`src/rtl/prog_loader.sv`:
```
// rtl/prog_loader.sv - byte-stream program image loader writing 32-bit words into CPU memory
module prog_loader #(
    parameter int ADDR_WIDTH = 10,
    parameter int BASE_ADDR  = 0
) (
    input  logic                  clk,
    input  logic                  reset_n,
    input  logic                  start,
    input  logic [7:0]            in_data,
    input  logic                  in_valid,
    output logic                  in_ready,
    output logic                  mem_we,
    output logic [ADDR_WIDTH-1:0] mem_addr,
    output logic [31:0]           mem_wdata,
    output logic                  cpu_hold,
    output logic                  done,
    output logic                  error,
    output logic [ADDR_WIDTH:0]   word_count
);

    localparam int unsigned            MAX_WORDS = (1 << ADDR_WIDTH) - BASE_ADDR;
    localparam logic [ADDR_WIDTH-1:0]  BASE      = ADDR_WIDTH'(BASE_ADDR);

    typedef enum logic [2:0] {
        S_IDLE,
        S_HDR_LO,
        S_HDR_HI,
        S_DATA,
        S_WRITE,
        S_DONE,
        S_ERROR
    } state_t;

    state_t      state;
    state_t      next_state;
    logic [15:0] remaining;
    logic [1:0]  byte_idx;
    logic        take;
    logic        restart;
    logic [15:0] hdr_count;

    assign take      = in_valid & in_ready;
    assign restart   = start && (state == S_IDLE || state == S_DONE || state == S_ERROR);
    // Low header byte is parked in remaining[7:0] until the high byte arrives.
    assign hdr_count = {in_data, remaining[7:0]};

    // State register.
    always_ff @(posedge clk or negedge reset_n) begin
        if (!reset_n) begin
            state <= S_IDLE;
        end else begin
            state <= next_state;
        end
    end

    // Next-state decode: header parse, oversize check, word assembly and write sequencing.
    always_comb begin
        next_state = state;
        case (state)
            S_IDLE, S_DONE, S_ERROR: begin
                if (start) next_state = S_HDR_LO;
            end
            S_HDR_LO: begin
                if (take) next_state = S_HDR_HI;
            end
            S_HDR_HI: begin
                if (take) begin
                    if (hdr_count == 16'd0)
                        next_state = S_DONE;
                    else if (32'(hdr_count) > MAX_WORDS)
                        next_state = S_ERROR;
                    else
                        next_state = S_DATA;
                end
            end
            S_DATA: begin
                if (take && byte_idx == 2'd3) next_state = S_WRITE;
            end
            S_WRITE: begin
                next_state = (remaining == 16'd1) ? S_DONE : S_DATA;
            end
            default: next_state = S_IDLE;
        endcase
    end

    // Registered outputs and datapath; flags follow the state being entered so they line up with it.
    always_ff @(posedge clk or negedge reset_n) begin
        if (!reset_n) begin
            in_ready   <= 1'b0;
            mem_we     <= 1'b0;
            mem_addr   <= BASE;
            mem_wdata  <= 32'd0;
            cpu_hold   <= 1'b1;
            done       <= 1'b0;
            error      <= 1'b0;
            word_count <= '0;
            remaining  <= 16'd0;
            byte_idx   <= 2'd0;
        end else begin
            in_ready <= (next_state == S_HDR_LO) || (next_state == S_HDR_HI) || (next_state == S_DATA);
            mem_we   <= (next_state == S_WRITE);
            done     <= (next_state == S_DONE);
            error    <= (next_state == S_ERROR);
            cpu_hold <= (next_state != S_DONE);

            case (state)
                S_IDLE, S_DONE, S_ERROR: begin
                    if (restart) begin
                        word_count <= '0;
                        byte_idx   <= 2'd0;
                        mem_addr   <= BASE;
                    end
                end
                S_HDR_LO: begin
                    if (take) remaining <= {8'h00, in_data};
                end
                S_HDR_HI: begin
                    if (take) remaining <= hdr_count;
                end
                S_DATA: begin
                    if (take) begin
                        case (byte_idx)
                            2'd0:    mem_wdata[7:0]   <= in_data;
                            2'd1:    mem_wdata[15:8]  <= in_data;
                            2'd2:    mem_wdata[23:16] <= in_data;
                            default: mem_wdata[31:24] <= in_data;
                        endcase
                        byte_idx <= byte_idx + 2'd1;
                    end
                end
                S_WRITE: begin
                    mem_addr   <= mem_addr + ADDR_WIDTH'(1);
                    word_count <= word_count + (ADDR_WIDTH + 1)'(1);
                    remaining  <= remaining - 16'd1;
                    byte_idx   <= 2'd0;
                end
                default: begin
                end
            endcase
        end
    end

endmodule

```
`config.mk`:
```
export PLATFORM = sky130hd
export DESIGN_NAME = prog_loader
export DESIGN_NICKNAME = d
export VERILOG_FILES = /design/src/rtl/prog_loader.sv
export SDC_FILE = /design/constraint.sdc
export NUM_CORES = 1
export LEC_CHECK = 0
export ABC_CLOCK_PERIOD_IN_PS = 1900
export CORE_MARGIN = 2
export CORE_UTILIZATION = 47
export CTS_CLUSTER_DIAMETER = 30
export DETAILED_ROUTE_END_ITERATION = 12
export PLACE_DENSITY = 0.76
export RECOVER_POWER = 50
export SYNTH_ARGS = -nofsm -noshare
export SYNTH_HDL_FRONTEND = slang
export SYNTH_SLANG_ARGS = --single-unit
export TNS_END_PERCENT = 10
```
`constraint.sdc`:
```
create_clock -name clk -period 1.9 [get_ports clk]
set_input_delay 0.285 -clock clk [delete_from_list [all_inputs] [get_ports clk]]
set_output_delay 0.285 -clock clk [all_outputs]
set_load 0.01 [all_outputs]
```
; After elaboration in Yosys (flattened, before gate mapping)
; Index checks and enable logic that the tools add are counted.
; Widths: inputs -> output; s select.
[totals]
elab_cells = 85
out_inout_bits = 58
reg_bits = 79
[classes]
n_reduce_logical = 23
n_lt_le_gt_ge = 1
mux = 18
n_eq_ne = 21
n_addsub = 4
bitwise_logic = 3
[op_table]
columns = op, n
row1 = $pmux 16 s3, 1
row2 = $mux 16, 2
row3 = $pmux 11 s2, 1
row4 = $mux 3, 7
row5 = $reduce_and 3->1, 7
row6 = $pmux 10 s2, 1
row7 = $eq 3x3->1 const B, 6
row8 = $eq 16x1->1 const B, 1
row9 = $gt 16x11->1 const B, 1
row10 = $logic_not 16->1, 1
row11 = $sub 16x1->16 const B, 1
row12 = $pmux 3 s5, 1
row13 = $eq 3x2->1 const B, 4
row14 = $add 11x1->11 const B, 1
row15 = $mux 11, 1
row16 = $add 10x1->10 const B, 1
row17 = $mux 10, 1
row18 = $ne 2x2->1 const B, 4
row19 = $eq 3x1->1 const B, 2
row20 = $pmux 2 s3, 1
row21 = $reduce_bool 3->1, 2
row22 = $reduce_or 3->1, 2
row23 = $eq 2x2->1 const B, 2
row24 = $logic_or 1x1->1, 4
row25 = 11 further kinds, 15

; Logic depth before layout (Yosys ltp)
[depth]
word_depth = 8
ltp_mapped = 7
ltp_nobuf = 7

; Least setup slack after synthesis
; No wires, ideal clock.
[synth_timing]
path_type = register to register
from = register remaining[0]
to = register done
arrival_time_ns = 1.810
setup_slack_ns = -0.029
required_ns = 1.781
stages_incl_launch_ff = 8
n_path_buf = 0
cell_sequence = dfrtp_1 > inv_1 > ha_1 > or3b_1 > o31ai_1 > a31oi_1 > a211o_2 > and2_1
[synth_between]
elab_chain_cells = 6
elab_cells_between_ends = 9
[synth_lines]
columns = item, line_no
row1 = "start, declared", 36  ; logic [15:0] remaining;
row2 = "start signal, assigned", 115  ; if (take) remaining <= {8'h00, in_data};
row3 = "start signal, assigned", 118  ; if (take) remaining <= hdr_count;
row4 = "start signal, assigned", 134  ; remaining <= remaining - 16'd1;
row5 = $gt 16x11->1, 70  ; else if (32'(hdr_count) > MAX_WORDS)
row6 = $mux 3, 70
row7 = $mux 3, 68  ; if (hdr_count == 16'd0)
row8 = $mux 3, 67  ; if (take) begin
row9 = $pmux 3 s5 (*), 59  ; case (state)
row10 = via next_state[2], 35  ; state_t next_state;
row11 = $eq 3x3->1 (*), 102  ; done <= (next_state == S_DONE);
row12 = "end signal, assigned", 102
row13 = "end, declared", 16  ; output logic done,
; Mark *: on every way through the listed nets, which the timed path passes. The rest lies on a longest branch.
; A chain may end at the register's enable or synchronous reset.

; Final worst setup path
[layout_timing]
from = register remaining[1]
to = register in_ready
[layout_between]
elab_chain_cells = 8
elab_cells_between_ends = 13
[layout_lines]
columns = item, line_no
row1 = $gt 16x11->1, 70
row2 = $mux 3, 70
row3 = $mux 3, 68
row4 = $mux 3, 67
row5 = $pmux 3 s5 (*), 59
row6 = $eq 3x1->1 / $eq 3x2->1 (equally long branches), 100  ; in_ready <= (next_state == S_HDR_LO) || (next_state == S_HDR_HI) || (next_state == S_DATA);
row7 = $logic_or 1x1->1, 100
row8 = $logic_or 1x1->1 (*), 100
row9 = "end signal, assigned", 100
row10 = "end, declared", 11  ; output logic in_ready,
; Mark *: on every way between the ends. The rest lies on a longest branch, timed or not.

==> flow_metrics.env <==
export IMPL_clock_path_buffers=2
export IMPL_start_util_pct=49.01
export IMPL_fmax_mhz=504.9
export IMPL_clkTransAtPathRegs_ns=0.09
export IMPL_antennaDiodeCount=0
export IMPL_grt_pass1_vias=3288
export IMPL_cts_tree="yes"
export IMPL_crit_arrival_ns=2.22
export IMPL_drv_cap=0
export IMPL_htreeDepth=3
export IMPL_instances_no_fill=588
export IMPL_gp_congestion=0.8488
export IMPL_synth_largest_area_cell="dfrtp_1"
export IMPL_viasPerCell=5.752
export IMPL_violations="negative setup slack"
export IMPL_cpMaxStageDelayCell="or4b_4"
export IMPL_drt_first_iter_violations=254
export IMPL_yosysTopAreaCellShare_pct=50.75
export IMPL_grt_ovfl_total=0
export IMPL_finClkSkew_ns=0.01231
export IMPL_synth_area_leaders="dfrtp_1 (51%), mux2_2 (9.4%), o21ai_0 (4.4%)"
export IMPL_ys_seq_area_share_pct=51.43
export IMPL_syn2layout_area_growth_pct=37.25
export IMPL_ant_nets=0
export IMPL_drcViolationCount=0
export IMPL_rsz0062_at_grt="true"
export IMPL_hold_viol_final=0
export IMPL_clock_root_buffer="clkbuf_8"
export IMPL_placementRows=32
export IMPL_grt_max_degree=38
export IMPL_tns_ns=-0.2701
export IMPL_synth_edf_count=0
export IMPL_wl_um=9695
export IMPL_syn_area_mm2=0.003846
export IMPL_crit_chain="inv_2 > buf_4 > ha_4 > or4b_4 > nor4_4 > o221a_2 > a21oi_2"
export IMPL_io_pins=70
export IMPL_clkSinkCount=79
export IMPL_power_leakage_nw=2.328
export IMPL_yosys_warnings=0
export IMPL_yosys_register_bits=79
export IMPL_async_reset_ff_share_pct=100.0
export IMPL_fin_nets=503
export IMPL_ir_drop_v=0.0008157
export IMPL_routedWlPerCell_um=16.49
export IMPL_crit_path_max_fanout=3
export IMPL_cts_buffers=9
export IMPL_final_cell_mix="dfrtp_1 (78), clkdlybuf4s50_1 (50), buf_4 (40)"
export IMPL_grtUsageTotal_pct=23.21
export IMPL_clk_latency_ns=0.36
export IMPL_firstDrtPassIters=5
export IMPL_grt_pass1_wl_um=16080
export IMPL_crit_buf_inv=2
export IMPL_final_common_cell="dfrtp_1"
export IMPL_drive_gt1_share_pct=25.51
export IMPL_worst_pin_slew_ns=0.9320
export IMPL_finalSetupViolCount=4
export IMPL_synth_fp_nets=388
export IMPL_portBuffers=69
export IMPL_required_ns=2.14
export IMPL_synth_area_per_cell_um2=10.51
export IMPL_powerDensity_mw_per_mm2=1377
export IMPL_start_kind="register"
export IMPL_grt_antenna_before_repair=0
export IMPL_dp_hpwl_um=6969
export IMPL_synth_ff_type="dfrtp_1"
export IMPL_slew_violations=0
export IMPL_cp_slowest_stage_delay_ns=0.46
export IMPL_synthDistinctLibCells=53
export IMPL_min_period_ns=1.981
export IMPL_fillerInstances=619
export IMPL_core_area_mm2=0.007848
export IMPL_setup_worst_path_class="register to register"
export IMPL_status="finished with violations"
export IMPL_critPathTopFamily="simple AND/OR/NAND/NOR gates"
export IMPL_hp_class="register to register"
export IMPL_dpl_cell_count=567
export IMPL_die_area_mm2=0.008923
export IMPL_syn_inst=366
export IMPL_die_width_um=94.46
export IMPL_num_vias=3382
export IMPL_relSlewSlack_pct=37.87
export IMPL_die_h_um=94.46
export IMPL_layout_setup_ws_ns=-0.08064
export IMPL_finalCritPeriodShare_pct=104.2
export IMPL_worstSetupEndpointType="register"
[sequential cells by signal, summed over array words and instances, names as in the netlist]
register / flops
cpu_hold: 1
done: 1
state: 3
word_count: 11
mem_addr: 10
error: 1
remaining: 16
mem_we: 1
mem_wdata: 32
in_ready: 1
byte_idx: 2
[final timing paths]
path / from / endpoint / slack, ns / depth (start not counted)
min in group asynchronous: reset_n / mem_wdata[0] / 0.62 / 2
setup / recovery: remaining[1] / in_ready / -0.08 / 7
hold / removal: word_count[10] / word_count[10] / 0.49 / 1
max in group asynchronous: reset_n / word_count[2] / 0.34 / 3
hold reg to reg: word_count[10] / word_count[10] / 0.49 / 1
setup reg to reg: remaining[1] / in_ready / -0.08 / 7
[metal layers]
| layer | global-route usage (%) | wire, um | vias up |
|---|---|---|---|
| li1 | - | - | 1573 |
| met1 | 31.31 | 4220 | 1683 |
| met2 | 37.50 | 4882 | 108 |
| met3 | 4.868 | 443 | 18 |
| met4 | 7.850 | 148 | 0 |
| met5 | 0 | 0 | - |
[area by class of cell]
cell class              instances  area, um2  share of cell area [%]
flip-flops and latches         79       1978                   37.47
multi-input cells             264       1878                   35.58
repair buffers                115       1035                   19.60
clock buffers                  11      151.4                   2.868
well taps                     102      127.6                   2.418
clock inverters                 5      63.81                   1.209
inverters                      12      45.04                  0.8533
[synth_stat cells, types with 2 or more instances]
master / number
nand4_1: 3
nor2_1: 21
dfrtp_1: 78
or4_1: 2
o21ai_0: 34
o31ai_1: 4
clkbuf_1: 6
o221a_2: 2
or3b_1: 2
or3_4: 2
nor2b_1: 2
o31a_1: 2
mux2_2: 32
nand2_2: 4
inv_1: 11
buf_2: 5
a22oi_1: 8
o311ai_0: 2
and3_1: 6
nand3_1: 16
nand2_1: 33
nand2b_1: 5
a21oi_1: 19
a22o_1: 2
a31oi_1: 6
and2_1: 3
nor3_1: 9
xnor2_1: 3
o22ai_1: 4
o211ai_1: 4
ha_1: 10
nor4_1: 3
mux2i_1: 3
[where the power goes]
| group | internal [mW] | leakage (nW) | switching (mW) |
|---|---|---|---|
| sequential | 2.25 | 1.02 | 0.368 |
| combinational | 1.72 | 1.20 | 1.60 |
| clock | 0.688 | 0.106 | 0.645 |
[through the flow]
step / hold slack (ns) / utilization, % / worst slack (ns) / power (mW) / area [um2]
5_1_grt: 0.5249 / 67.27 / -0.1624 / 7.705 / 5279
4_1_cts: 0.4344 / 66.14 / -0.07953 / 7.164 / 5190
6_report: 0.4922 / 67.27 / -0.08064 / 7.271 / 5279
3_5_place_dp: 0.2770 / 62.95 / -0.3123 / 5.785 / 4940
3_3_place_gp: 0.2697 / 62.95 / -0.2774 / 5.663 / 4940
2_1_floorplan: -0.01059 / - / 0.009293 / 4.193 / 3851
[kinds of logic (layout without fill, tap and decap cells)]
kind of cell	count (synthesis)	after routing	synth area share [%]
adder cells (fa/ha/maj)	10	10	3.253
AND/OR/NAND/NOR	120	120	16.49
AO/OA/AOI/OAI	95	95	15.36
multiplexers	35	35	10.15
XOR/XNOR	4	4	0.9110
buffers and inverters	23	143	2.407
flip-flops	79	79	51.43
[repair_timing]
action | 4_1_cts | 5_1_grt
pin swaps | 2 | 6
hold buffers | 1 | 0
endpoints found under the hold margin | 33 | 0
setup buffers | 1 | 3
endpoints found under the setup margin | 6 | 13
resized for setup | 4 | 16
Power figures use the tool's default switching activity.
